--- src/rtl/pipe_stage_reg.sv ---
// pipe_stage_reg: valid/ready pipeline stage with a two-entry skid buffer and synchronous flush
module pipe_stage_reg #(
  parameter int CTRL_W  = 11,
  parameter int DATA_W  = 32,
  parameter int NUM_OPS = 2
) (
  input  logic                      clk,
  input  logic                      reset,
  input  logic                      flush,
  input  logic                      in_valid,
  output logic                      in_ready,
  input  logic [CTRL_W-1:0]         in_ctrl,
  input  logic [NUM_OPS*DATA_W-1:0] in_data,
  output logic                      out_valid,
  input  logic                      out_ready,
  output logic [CTRL_W-1:0]         out_ctrl,
  output logic [NUM_OPS*DATA_W-1:0] out_data,
  output logic [1:0]                occupancy
);
  localparam int W = NUM_OPS * DATA_W;
  typedef enum logic [1:0] {EMPTY = 2'd0, ONE = 2'd1, TWO = 2'd2} state_t;
  state_t state_q, state_d;
  logic [CTRL_W-1:0] main_ctrl_q, main_ctrl_d, skid_ctrl_q, skid_ctrl_d;
  logic [W-1:0] main_data_q, main_data_d, skid_data_q, skid_data_d;
  logic accept, deliver;
  assign accept  = in_valid && in_ready;
  assign deliver = out_valid && out_ready;
  // State register: entry count, cleared immediately by reset
  always_ff @(posedge clk or posedge reset) begin
    if (reset) state_q <= EMPTY;
    else state_q <= state_d;
  end
  // Next state: flush wins; TWO only drains; otherwise accept/deliver move the count
  always_comb begin
    state_d = state_q;
    if (flush) state_d = EMPTY;
    else if (state_q == TWO) state_d = deliver ? ONE : TWO;
    else if (accept) state_d = (state_q == EMPTY || deliver) ? ONE : TWO;
    else if (deliver) state_d = EMPTY;
  end
  // Entry contents: new input lands in main when main frees up, otherwise in skid; drained main ctrl becomes a bubble
  always_comb begin
    main_ctrl_d = main_ctrl_q;
    main_data_d = main_data_q;
    skid_ctrl_d = skid_ctrl_q;
    skid_data_d = skid_data_q;
    if (flush) begin
      main_ctrl_d = '0;
      main_data_d = '0;
      skid_ctrl_d = '0;
      skid_data_d = '0;
    end else if (state_q == TWO) begin
      main_ctrl_d = deliver ? skid_ctrl_q : main_ctrl_q;
      main_data_d = deliver ? skid_data_q : main_data_q;
    end else if (accept && (state_q == EMPTY || deliver)) begin
      main_ctrl_d = in_ctrl;
      main_data_d = in_data;
    end else if (accept) begin
      skid_ctrl_d = in_ctrl;
      skid_data_d = in_data;
    end else if (deliver) begin
      main_ctrl_d = '0;
    end
  end
  // Entry registers
  always_ff @(posedge clk or posedge reset) begin
    if (reset) begin
      main_ctrl_q <= '0;
      main_data_q <= '0;
      skid_ctrl_q <= '0;
      skid_data_q <= '0;
    end else begin
      main_ctrl_q <= main_ctrl_d;
      main_data_q <= main_data_d;
      skid_ctrl_q <= skid_ctrl_d;
      skid_data_q <= skid_data_d;
    end
  end
  // Outputs decoded from registered state only, so no in_valid/out_ready combinational paths
  always_comb begin
    in_ready  = state_q != TWO;
    out_valid = state_q != EMPTY;
    occupancy = state_q;
    out_ctrl  = main_ctrl_q;
    out_data  = main_data_q;
  end
endmodule

--- config.mk ---
export PLATFORM = sky130hd
export DESIGN_NAME = pipe_stage_reg
export DESIGN_NICKNAME = d
export VERILOG_FILES = /design/src/rtl/pipe_stage_reg.sv
export SDC_FILE = /design/constraint.sdc
export NUM_CORES = 1
export LEC_CHECK = 0
export CAP_MARGIN = 15
export CORE_ASPECT_RATIO = 1.75
export CORE_MARGIN = 4
export CORE_UTILIZATION = 31
export DETAILED_ROUTE_END_ITERATION = 8
export GPL_ROUTABILITY_DRIVEN = 0
export MAX_ROUTING_LAYER = met4
export SLEW_MARGIN = 0
export SYNTH_ARGS = -nofsm -noshare
export SYNTH_HDL_FRONTEND = slang
export SYNTH_SLANG_ARGS = --single-unit
--- constraint.sdc ---
create_clock -name clk -period 5.8 [get_ports clk]
set_input_delay 1.16 -clock clk [delete_from_list [all_inputs] [get_ports clk]]
set_output_delay 1.16 -clock clk [all_outputs]
set_load 0.01 [all_outputs]
# Yosys cells after proc, flatten, opt, wreduce, memory -nomap -nowiden
# Cells that the tools add are included.
[op_classes] eq_ne=6 muxes=24 n_reduce_logical=13
[ops] cell="2-to-1 mux 64 bit" n=8
[ops] cell="2-to-1 mux 11 bit" n=10
[ops] cell="2-to-1 mux 2 bit" n=6
[ops] cell="inequality test 2 bit, second input constant" n=3
[ops] cell="AND reduction 3 bit" n=2
[ops] cell="nonzero test 3 bit" n=2
[ops] cell="inequality test 4 x 2 -> 1 bit, second input constant" n=1
[ops] cell="nonzero test 2 bit" n=2
[ops] cell="nonzero test 4 bit" n=1
[ops] cell="logical AND 1 bit" n=3
[ops] cell="inequality test 3 bit, second input constant" n=1
[ops] cell="equality test 2 bit, second input constant" n=1
[ops] cell="zero test 2 bit" n=1
[ops] cell="AND reduction 2 bit" n=1
[ops] cell="logical OR 1 bit" n=1
[totals] reg_bits=152 elab_cells=48 out_inout_bits=79

# Logic depth before layout (Yosys ltp)
[depth] ltp_word=7 ltp_mapped=6

# Least setup slack after synthesis
# Ideal clock, no wire load.
[synth_timing] kind="flip-flop to output port" start="reg state_q[0], in the netlist occupancy[0]" end="out out_valid" slack_ns=3.382 path_buffers=3 arrival_time_ns=1.258 path_stages_with_launch=5 cell_sequence="dfrtp_1 -> buf_2 -> buf_2 -> buf_2 -> or2_2"
[synth_via] elab_chain_cells=1
[synth_rtl] element="from (decl)" line_no="22" text="state_t state_q, state_d;"
[synth_rtl] element="from (signal assigned)" line_no="31" text="else state_q <= state_d;"
[synth_rtl] element="nonzero test 2 bit" line_no="82" text="out_valid = state_q != EMPTY;"
[synth_rtl] element="to (decl)" line_no="14" text="output logic out_valid,"
# No other way between the ends.

# Worst setup path after layout
# Same ends and word-level chain as after synthesis.

==> impl_metrics.toml <==
[status]
outcome = "finished clean"

[critical_path]
critPathKind = "flip-flop to primary output"
rr_worst_depth = 4
worst-endpoint-required_ps = 4640
crit_fanout = 96
r2r_slack_ps = 2970
crit_path_end_kind = "primary output"
cp-start-kind = "flip-flop"
cp.arrival_ps = 2440

[clock_network]
cts_resized = 0
clockRootBuffer = "clkbuf_16"
clk_latency_ps = 420
htree_levels = 4
cts.sinks = 152
clockBufferDepth = 2
postCtsSetupBuffers = 0
cts_tree = "yes"
cts_buffers = 17
hold_buffers = 0
cts.clk_slew.worst_paths_ps = 60

[layout]
layout-drive-gt1-share_pct = 15.86
area.growth.synth_to_final_pct = 32.04
layout_common_cells = "clkdlybuf4s50_1 (157), dfrtp_1 (151), a22o_1 (75)"
final_nets = 748
fillCellCount = 2139
layout.area.seq_sq_um = 3807
final_design_area_no_fill_sq_um = 9493
multi_input_area_sq_um = 3052
layout_commonest_cell = "clkdlybuf4s50_1"
diodes = 0

[detailed_routing]
viasPerCell = 5.452
first_pass_iters = 5
vias = 5348
antenna_left = 0
drt_iter0_drc = 320
wl_per_cell_microns = 21.15
drt_wl_total_microns = 20750
post-route-drc-count = 0

[pwr]
swShare_pct = 25.99
cellInternalPower_w = 0.002014
p_seq_share_pct = 42.6
powerDensity_nw_per_um2 = 286.7
ir_worst_vdd_uv = 192.3
pwr-share-comb_pct = 15.9
power_leakage_nw = 4.305
clkPwrFrac_pct = 41.6
switchingPower_w = 0.0007071

[global_routing]
grt_first_pass_wirelength_microns = 32690
antenna_found_initial = 0
grt_pass1_vias = 5807
grtUsageMet2_pct = 29.24
track_usage_pct = 16.85
grt_max_degree = 97
overflow = 0
met3_usage_pct = 3.586
globalRouteMet1Util_pct = 18.89
busiest_layer = "met2"

[job]
maxCapViolCount = 0

[sta]
hold_viol = 0
fmax_mhz = 277.9
worstMarginPinSlew_ps = 1102
drv_slew = 0
post-route-period-util_pct = 62.05
fin_worst_skew_ps = 8.573
whs_ps = 499.3
setup_viol = 0
min_period_ps = 3599
slew_headroom_pct = 26.54
grt_setup_unrepaired = "no"
tns_ps = 0

[yosys]
synth_fp_nets = 633
async_flop_share_pct = 100.0
syn_inst = 553
synth_area_sq_um = 7189
synth-edff-count = 0
yosysSeqAreaShare_pct = 52.91
ys_seq_elements = 152
synth_top_flop_cell = "dfrtp_1"
yosys_warnings = 0
synth_cell_types = 30
synthTopCellsByArea = "dfrtp_1 (53%), o31ai_2 (10%), a22o_1 (9.1%)"
synth_area_per_cell_sq_um = 13.00
yosysTopAreaCell = "dfrtp_1"
synth_top_area_share_pct = 52.91

[die]
boundaryPins = 159
core_area_sq_um = 22740
die_h_microns = 209.5
fp-row-count = 73
die-area_sq_um = 25790
fp.dieW_microns = 123.1
start_util_pct = 31.61

[placement]
hpwl_microns = 12830
io_buffers = 158
placed_cell_area_sq_um = 8894

[hold_path]
holdPathStages = 1
hold_path.class = "flip-flop to flip-flop"
[metrics by stage]
step	instances	util, %	setup slack [ps]	power, W
2_1_floorplan	553	-	546.9	0.001395
3_3_place_gp	949	39.10	1929	0.001606
3_5_place_dp	949	39.10	1869	0.001615
4_1_cts	981	41.74	2204	0.002762
5_1_grt	981	41.74	2073	0.002838
6_report	981	41.74	2201	0.002721
[kinds of logic (layout without fill, tap and decap cells)]
logic type	count (synthesis)	count (layout)	synth area share [%]
AO/OA/AOI/OAI	233	233	30.40
flip-flops	152	152	52.91
buffers and inverters	73	201	5.447
multiplexers	65	65	9.050
AND/OR/NAND/NOR	30	30	2.193
[power by group through the flow]
| stage | clock (W) | combinational [W] | sequential [W] |
|---|---|---|---|
| floorplan | 0 | 0.000205 | 0.00119 |
| global placement | 0 | 0.000430 | 0.00118 |
| detailed placement | 0 | 0.000438 | 0.00118 |
| CTS | 0.00116 | 0.000439 | 0.00116 |
| global route | 0.00121 | 0.000464 | 0.00116 |
| finish | 0.00113 | 0.000432 | 0.00116 |
[Yosys cell counts, types with 2 or more instances]
| cell | count |
|---|---|
| a21oi_1 | 4 |
| a221o_1 | 11 |
| a22o_1 | 75 |
| a32o_1 | 11 |
| buf_1 | 5 |
| buf_2 | 34 |
| buf_4 | 7 |
| buf_6 | 6 |
| clkbuf_1 | 18 |
| dfrtp_1 | 152 |
| inv_1 | 2 |
| mux2i_1 | 65 |
| nand2_1 | 11 |
| nand3_1 | 11 |
| o211ai_1 | 64 |
| o31ai_1 | 4 |
| o31ai_2 | 60 |
[path summary, 6_finish.rpt]
path / from / endpoint
worst max-delay path: occupancy[0] / out_valid
worst min-delay path: out_ctrl[6] / out_ctrl[6]
worst max register to register: occupancy[0] / out_data[43]
worst min register to register: out_ctrl[6] / out_ctrl[6]
max in group asynchronous: reset / occupancy[0]
min in group asynchronous: reset / out_data[13]
[critical path: stages (launching register included)]
cell and delay [ps]:
dfrtp_4 400, buf_4 840, or2_2 240, clkdlybuf4s50_1 530
[area by class of cell]
cell class                      instances  share of cell area [%]
Sequential cell                       152                   40.11
Multi-Input combinational cell        328                   32.15
Timing Repair Buffer                  167                   17.35
Clock buffer                           21                   4.745
Tap cell                              300                   3.954
Clock inverter                         11                   1.568
Inverter                                2                  0.1318
[metal layers]
metal	up-vias	routed length [microns]
met5	-	0
met4	0	459
met3	24	940
met2	150	11290
met1	2756	8064
li1	2418	-
[flip-flops by register name, indices dropped and copies added, names as in the netlist]
signal and count:
skid_data_q 64, occupancy 2, out_ctrl 11, out_data 64
skid_ctrl_q 11
Note: power is estimated with default switching activity, not from simulation.
